[config.mk]
export PLATFORM = sky130hd
export DESIGN_NAME = wb_b3_cmd_master
export DESIGN_NICKNAME = d
export VERILOG_FILES = /design/src/rtl/wb_b3_cmd_master.sv
export SDC_FILE = /design/constraint.sdc
export NUM_CORES = 1
export LEC_CHECK = 0
export CORE_MARGIN = 8
export CORE_UTILIZATION = 43
export CTS_CLUSTER_SIZE = 12
export DETAILED_ROUTE_END_ITERATION = 16
export HOLD_SLACK_MARGIN = 0.02
export PLACE_DENSITY = 0.87
export SLEW_MARGIN = 20
export SYNTH_ARGS = -nofsm -noshare
export SYNTH_HDL_FRONTEND = slang
export SYNTH_SLANG_ARGS = --single-unit
[constraint.sdc]
create_clock -name clock -period 5.9 [get_ports clock]
set_input_delay 1.77 -clock clock [delete_from_list [all_inputs] [get_ports clock]]
set_output_delay 1.77 -clock clock [all_outputs]
set_load 0.01 [all_outputs]
[src/rtl/wb_b3_cmd_master.sv]
// Wishbone B3 classic single-transfer master: one command in, one bus cycle, one response out.
// Define WB_MASTER_RETRY_EN to re-issue cycles terminated by rty (up to RETRY_LIMIT times).
module wb_b3_cmd_master #(
    parameter int unsigned DATA_WIDTH     = 32,
    parameter int unsigned SELECT_WIDTH   = 4,
    parameter int unsigned ADDR_WIDTH     = 32,
    parameter int unsigned TIMEOUT_CYCLES = 16,
    parameter int unsigned RETRY_LIMIT    = 3
) (
    input  logic                    clock,
    input  logic                    reset,
    input  logic                    cmd_valid,
    output logic                    cmd_ready,
    input  logic                    cmd_write,
    input  logic [ADDR_WIDTH-1:0]   cmd_address,
    input  logic [SELECT_WIDTH-1:0] cmd_select,
    input  logic [DATA_WIDTH-1:0]   cmd_data,
    output logic                    rsp_valid,
    input  logic                    rsp_ready,
    output logic [DATA_WIDTH-1:0]   rsp_data,
    output logic [1:0]              rsp_status,
    output logic                    wb_cycle,
    output logic                    wb_strobe,
    output logic                    wb_writeEnable,
    output logic [ADDR_WIDTH-1:0]   wb_address,
    output logic [SELECT_WIDTH-1:0] wb_select,
    output logic [DATA_WIDTH-1:0]   wb_dataMaster,
    input  logic [DATA_WIDTH-1:0]   wb_dataSlave,
    input  logic                    wb_ack,
    input  logic                    wb_err,
    input  logic                    wb_rty
);

    localparam logic [1:0] StatusOk      = 2'd0;
    localparam logic [1:0] StatusErr     = 2'd1;
    localparam logic [1:0] StatusRty     = 2'd2;
    localparam logic [1:0] StatusTimeout = 2'd3;

    localparam int unsigned TO_W = (TIMEOUT_CYCLES > 0) ? $clog2(TIMEOUT_CYCLES + 1) : 1;
    localparam logic [TO_W-1:0] TO_LAST = TO_W'(TIMEOUT_CYCLES - 1);

`ifdef WB_MASTER_RETRY_EN
    typedef enum logic [1:0] {StIdle, StBus, StResp, StBackoff} state_e;

    localparam int unsigned RT_W = (RETRY_LIMIT > 0) ? $clog2(RETRY_LIMIT + 1) : 1;
    localparam logic [RT_W-1:0] RT_MAX = RT_W'(RETRY_LIMIT);

    logic [RT_W-1:0] retry_cnt_q;
`else
    typedef enum logic [1:0] {StIdle, StBus, StResp} state_e;

    // Retry limit has no effect without the retry feature.
    logic unused_retry_limit;
    assign unused_retry_limit = ^RETRY_LIMIT;
`endif

    state_e              state_q;
    logic [TO_W-1:0]     to_cnt_q;
    logic                timeout_hit;
    logic                term_hit;
    logic                retry_now;
    logic [1:0]          term_status;
    logic [DATA_WIDTH-1:0] term_data;

    assign cmd_ready   = (state_q == StIdle);
    assign timeout_hit = (TIMEOUT_CYCLES != 0) && (to_cnt_q == TO_LAST);

    // Termination decode for the BUS state, priority err > rty > ack > timeout.
    always_comb begin
        term_hit    = 1'b1;
        retry_now   = 1'b0;
        term_status = StatusOk;
        term_data   = '0;
        if (wb_err) begin
            term_status = StatusErr;
        end else if (wb_rty) begin
            term_status = StatusRty;
`ifdef WB_MASTER_RETRY_EN
            retry_now = (retry_cnt_q != RT_MAX);
            term_hit  = !retry_now;
`endif
        end else if (wb_ack) begin
            term_data = wb_dataSlave;
        end else if (timeout_hit) begin
            term_status = StatusTimeout;
        end else begin
            term_hit = 1'b0;
        end
    end

    always_ff @(posedge clock) begin
        if (reset) begin
            state_q        <= StIdle;
            to_cnt_q       <= '0;
            wb_cycle       <= 1'b0;
            wb_strobe      <= 1'b0;
            wb_writeEnable <= 1'b0;
            wb_address     <= '0;
            wb_select      <= '0;
            wb_dataMaster  <= '0;
            rsp_valid      <= 1'b0;
            rsp_data       <= '0;
            rsp_status     <= StatusOk;
`ifdef WB_MASTER_RETRY_EN
            retry_cnt_q    <= '0;
`endif
        end else begin
            case (state_q)
                StIdle: begin
                    if (cmd_valid) begin
                        wb_cycle       <= 1'b1;
                        wb_strobe      <= 1'b1;
                        wb_writeEnable <= cmd_write;
                        wb_address     <= cmd_address;
                        wb_select      <= cmd_select;
                        wb_dataMaster  <= cmd_data;
                        to_cnt_q       <= '0;
`ifdef WB_MASTER_RETRY_EN
                        retry_cnt_q    <= '0;
`endif
                        state_q        <= StBus;
                    end
                end
                StBus: begin
                    if (term_hit) begin
                        wb_cycle   <= 1'b0;
                        wb_strobe  <= 1'b0;
                        rsp_valid  <= 1'b1;
                        rsp_data   <= term_data;
                        rsp_status <= term_status;
                        state_q    <= StResp;
                    end else if (retry_now) begin
`ifdef WB_MASTER_RETRY_EN
                        wb_cycle    <= 1'b0;
                        wb_strobe   <= 1'b0;
                        retry_cnt_q <= retry_cnt_q + 1'b1;
                        state_q     <= StBackoff;
`endif
                    end else if (to_cnt_q != '1) begin
                        to_cnt_q <= to_cnt_q + 1'b1;
                    end
                end
`ifdef WB_MASTER_RETRY_EN
                StBackoff: begin
                    // Latched command is still on the wb_* outputs; just reopen the cycle.
                    wb_cycle  <= 1'b1;
                    wb_strobe <= 1'b1;
                    to_cnt_q  <= '0;
                    state_q   <= StBus;
                end
`endif
                StResp: begin
                    if (rsp_ready) begin
                        rsp_valid <= 1'b0;
                        state_q   <= StIdle;
                    end
                end
                default: state_q <= StIdle;
            endcase
        end
    end

endmodule

==> reports/qor.csv <==
stage,metric,value,unit
worst_hold_path,WHS Endpoint,wb_dataMaster[10],
clock_tree,CTS tree,yes,
yosys,async set-or-reset flop fraction in the synthesized netlist,0,
route,top sig layer,met4,
finish,Util after Layout,0.6821,
pwr,Peak VDD IR,0.1697,mV
clock_tree,clk root buf,clkbuf_8,
placement,Setup WS pre-CTS,1.992,ns
sta,Min Hold Slack,0.4580,ns
yosys,main area contributors after synthesis,"dfxtp_1 (54%), a21oi_1 (13%), nand2_1 (13%)",
clock_tree,Sink Count,112,
worst_setup_path,Critical Path Sink Type,flip-flop,
yosys,most frequent cell after synthesis,nand2_1,
sta,final hold vios,0,
route,Post-DRT Antenna Nets,0,
floorplanning,die height,114.6,um
sta,final setup vio count,0,
floorplanning,Initial Utilization,0.4356,
finish,layout cells sized above 1,0.04823,
global_route,antenna violations before repair,0,
clock_tree,CTS buffer count,9,
sta,Setup Skew,0.007243,ns
clock_tree,worst skew pair latency,0.37,ns
route,metal2 WL,7045,um
finish,# fillers,784,
clock_tree,Max Buffers Root-to-Sink,2,
sta,final cycle utilization of the critical path,0.6009,
route,M1 wire length,5104,um
sta,Worst slew margin,0.4385,
global_route,largest net degree at the start of global routing,116,
route,DRC,0,
floorplanning,I/O Pins,215,
worst_setup_path,WS Path Type,in2reg,
clock_tree,post-CTS setup buffers,0,
yosys,commonest cells in the netlist,"nand2_1 (140), dfxtp_1 (112), a21oi_1 (108)",
worst_setup_path,Worst Path Max Fanout,38,
worst_setup_path,reg2reg path depth,6,
yosys,synth unique cells,34,
pwr,power per cell area,232.0,nW/um^2
worst_setup_path,WP data arrival,3.84,ns
floorplanning,Rows,36,
yosys,Mean Syn Cell Area,8.083,um^2
clock_tree,# resized after CTS,0,
global_route,first-pass GRT wire length,21780,um
yosys,synthesis-stage register bit count,112,
finish,antenna cell count,0,
sta,Max Fclk,282.1,MHz
floorplanning,Core Box Area,9594,um^2
worst_setup_path,Reg2Reg Setup Slack,3.29,ns
clock_tree,clock transition at the registers of the reported paths,0.10,ns
sta,final worst slack,2.355,ns
sta,Final Max Slew Viols,0,
sta,RSZ-0062 raised after global routing,false,
pwr,leakage power,2.284,nW
yosys,Synth area leader,dfxtp_1,
placement,Detail Placement HPWL,10230,um
worst_setup_path,FF-to-FF End,to_cnt_q[3],
yosys,"EDFF count, synth",0,
global_route,GRT Util Overall,0.2094,
flow_run,maxcap violations,0,
pwr,Total Power,1.518,mW
placement,port bufs,214,
worst_setup_path,CP Launch Type,primary input,
worst_setup_path,"Req. time, crit path",6.20,ns
yosys,Main synth FF type,dfxtp_1,
clock_tree,"Hold-fix buffers, CTS",0,
placement,GPL Wtd Cong,0.7621,
worst_hold_path,hold path cells,2,
global_route,vias in the first global route,4424,
clock_tree,H-tree levels,3,
global_route,GRT Residual Overflow,0,
route,routed len/inst,16.93,um
floorplanning,die width,114.6,um
yosys,sequential area share after synthesis,0.5365,
yosys,syn nets,628,
route,routed wl met3,1610,um
yosys,Mapped Cells,517,
yosys,Synth Warn #,0,
worst_hold_path,HP Start,wb_dataMaster[10],
floorplanning,DIE AREA,13130,um^2
worst_setup_path,worst flop-to-flop path startpoint,to_cnt_q[0],
sta,min Tclk post-route,3.545,ns
route,1st-pass router iterations,4,
route,DR vias,4395,
route,vias per std cell,5.245,
route,total wire length,14190,um
finish,Area Overhead vs Synth,56.59,%
sta,final setup TNS,0,ns
yosys,share of the synthesized area in the top cell type,0.5365,
route,Iter 0 DRT Violations,318,
worst_hold_path,Hold Path Class,reg2reg,
finish,fin nets,811,
status,status,"finished, final reports clean",
sta,Worst-Margin Slew,0.8423,ns
yosys,Mapped Area,4179,um^2
## layout make-up
type | instances | area (um^2) | area share
clock buffers | 9 | 123.9 | 0.01893
clock inverters | 7 | 53.80 | 0.008222
inverters | 2 | 7.507 | 0.001147
multi-input cells | 355 | 1762 | 0.2692
flip-flops and latches | 112 | 2242 | 0.3426
well taps | 133 | 166.4 | 0.02543
repair buffers | 220 | 2188 | 0.3344
## power breakdown
part	switching (mW)	total, mW	internal, mW
registers	0.0196	0.811	0.791
clock network	0.269	0.425	0.157
logic	0.131	0.282	0.151
## metal layers
layer  up-vias  global-route usage
met4         0              0.1047
met3        29              0.1055
met5         -                   0
met2       165              0.3618
li1       2123                   -
met1      2078              0.2020
## worst max path at each step
stage,startpoint,end
final,wb_ack,to_cnt_q[3]
after global routing,wb_ack,to_cnt_q[3]
after CTS,wb_ack,to_cnt_q[3]
after detailed placement,wb_ack,to_cnt_q[3]
after global placement,wb_ack,to_cnt_q[3]
after floorplan,wb_ack,to_cnt_q[0]
## state kept, by name (all words and copies together), names as in the netlist
name            cells
rsp_data           32
rsp_status          2
rsp_valid           1
state_q             2
to_cnt_q            5
wb_address         32
wb_dataMaster      32
wb_select           4
wb_strobe           1
wb_writeEnable      1
## stage by stage
step / instance area, um^2 / std cells
6_report: 6544 / 838
2_1_floorplan: 4179 / 517
5_1_grt: 6544 / 838
4_1_cts: 6538 / 838
3_5_place_dp: 6360 / 822
3_3_place_gp: 6360 / 822
## kinds of logic (layout without fill, tap and decap cells)
logic type,count (synthesis),after routing,synth area share
mux,2,2,0.005090
fa+ha+maj,3,3,0.008983
simple gates,200,200,0.2189
buf+inv,50,238,0.04760
flops,112,112,0.5365
compound gates,150,150,0.1829
## cells in the final DEF, fill, tap and decap left out, types with 3 or more instances in the layout
| cell type | synthesis | layout |
|---|---|---|
| a21oi_1 | 108 | 108 |
| buf_4 | 1 | 6 |
| clkbuf_8 | 0 | 9 |
| clkdlybuf4s50_1 | 0 | 213 |
| clkinvlp_4 | 0 | 3 |
| dfxtp_1 | 112 | 112 |
| ha_1 | 3 | 3 |
| nand2_1 | 140 | 140 |
| nand4_1 | 32 | 32 |
| nor2_1 | 4 | 4 |
| nor3_1 | 3 | 3 |
| o21ai_0 | 35 | 35 |
## worst max-delay path, stage by stage
cell and delay [ns]:
clkdlybuf4s50_1 0.52, or4_4 0.80, or4_1 0.58, a31oi_1 0.17
No activity file was read; power rests on OpenSTA's default activity.
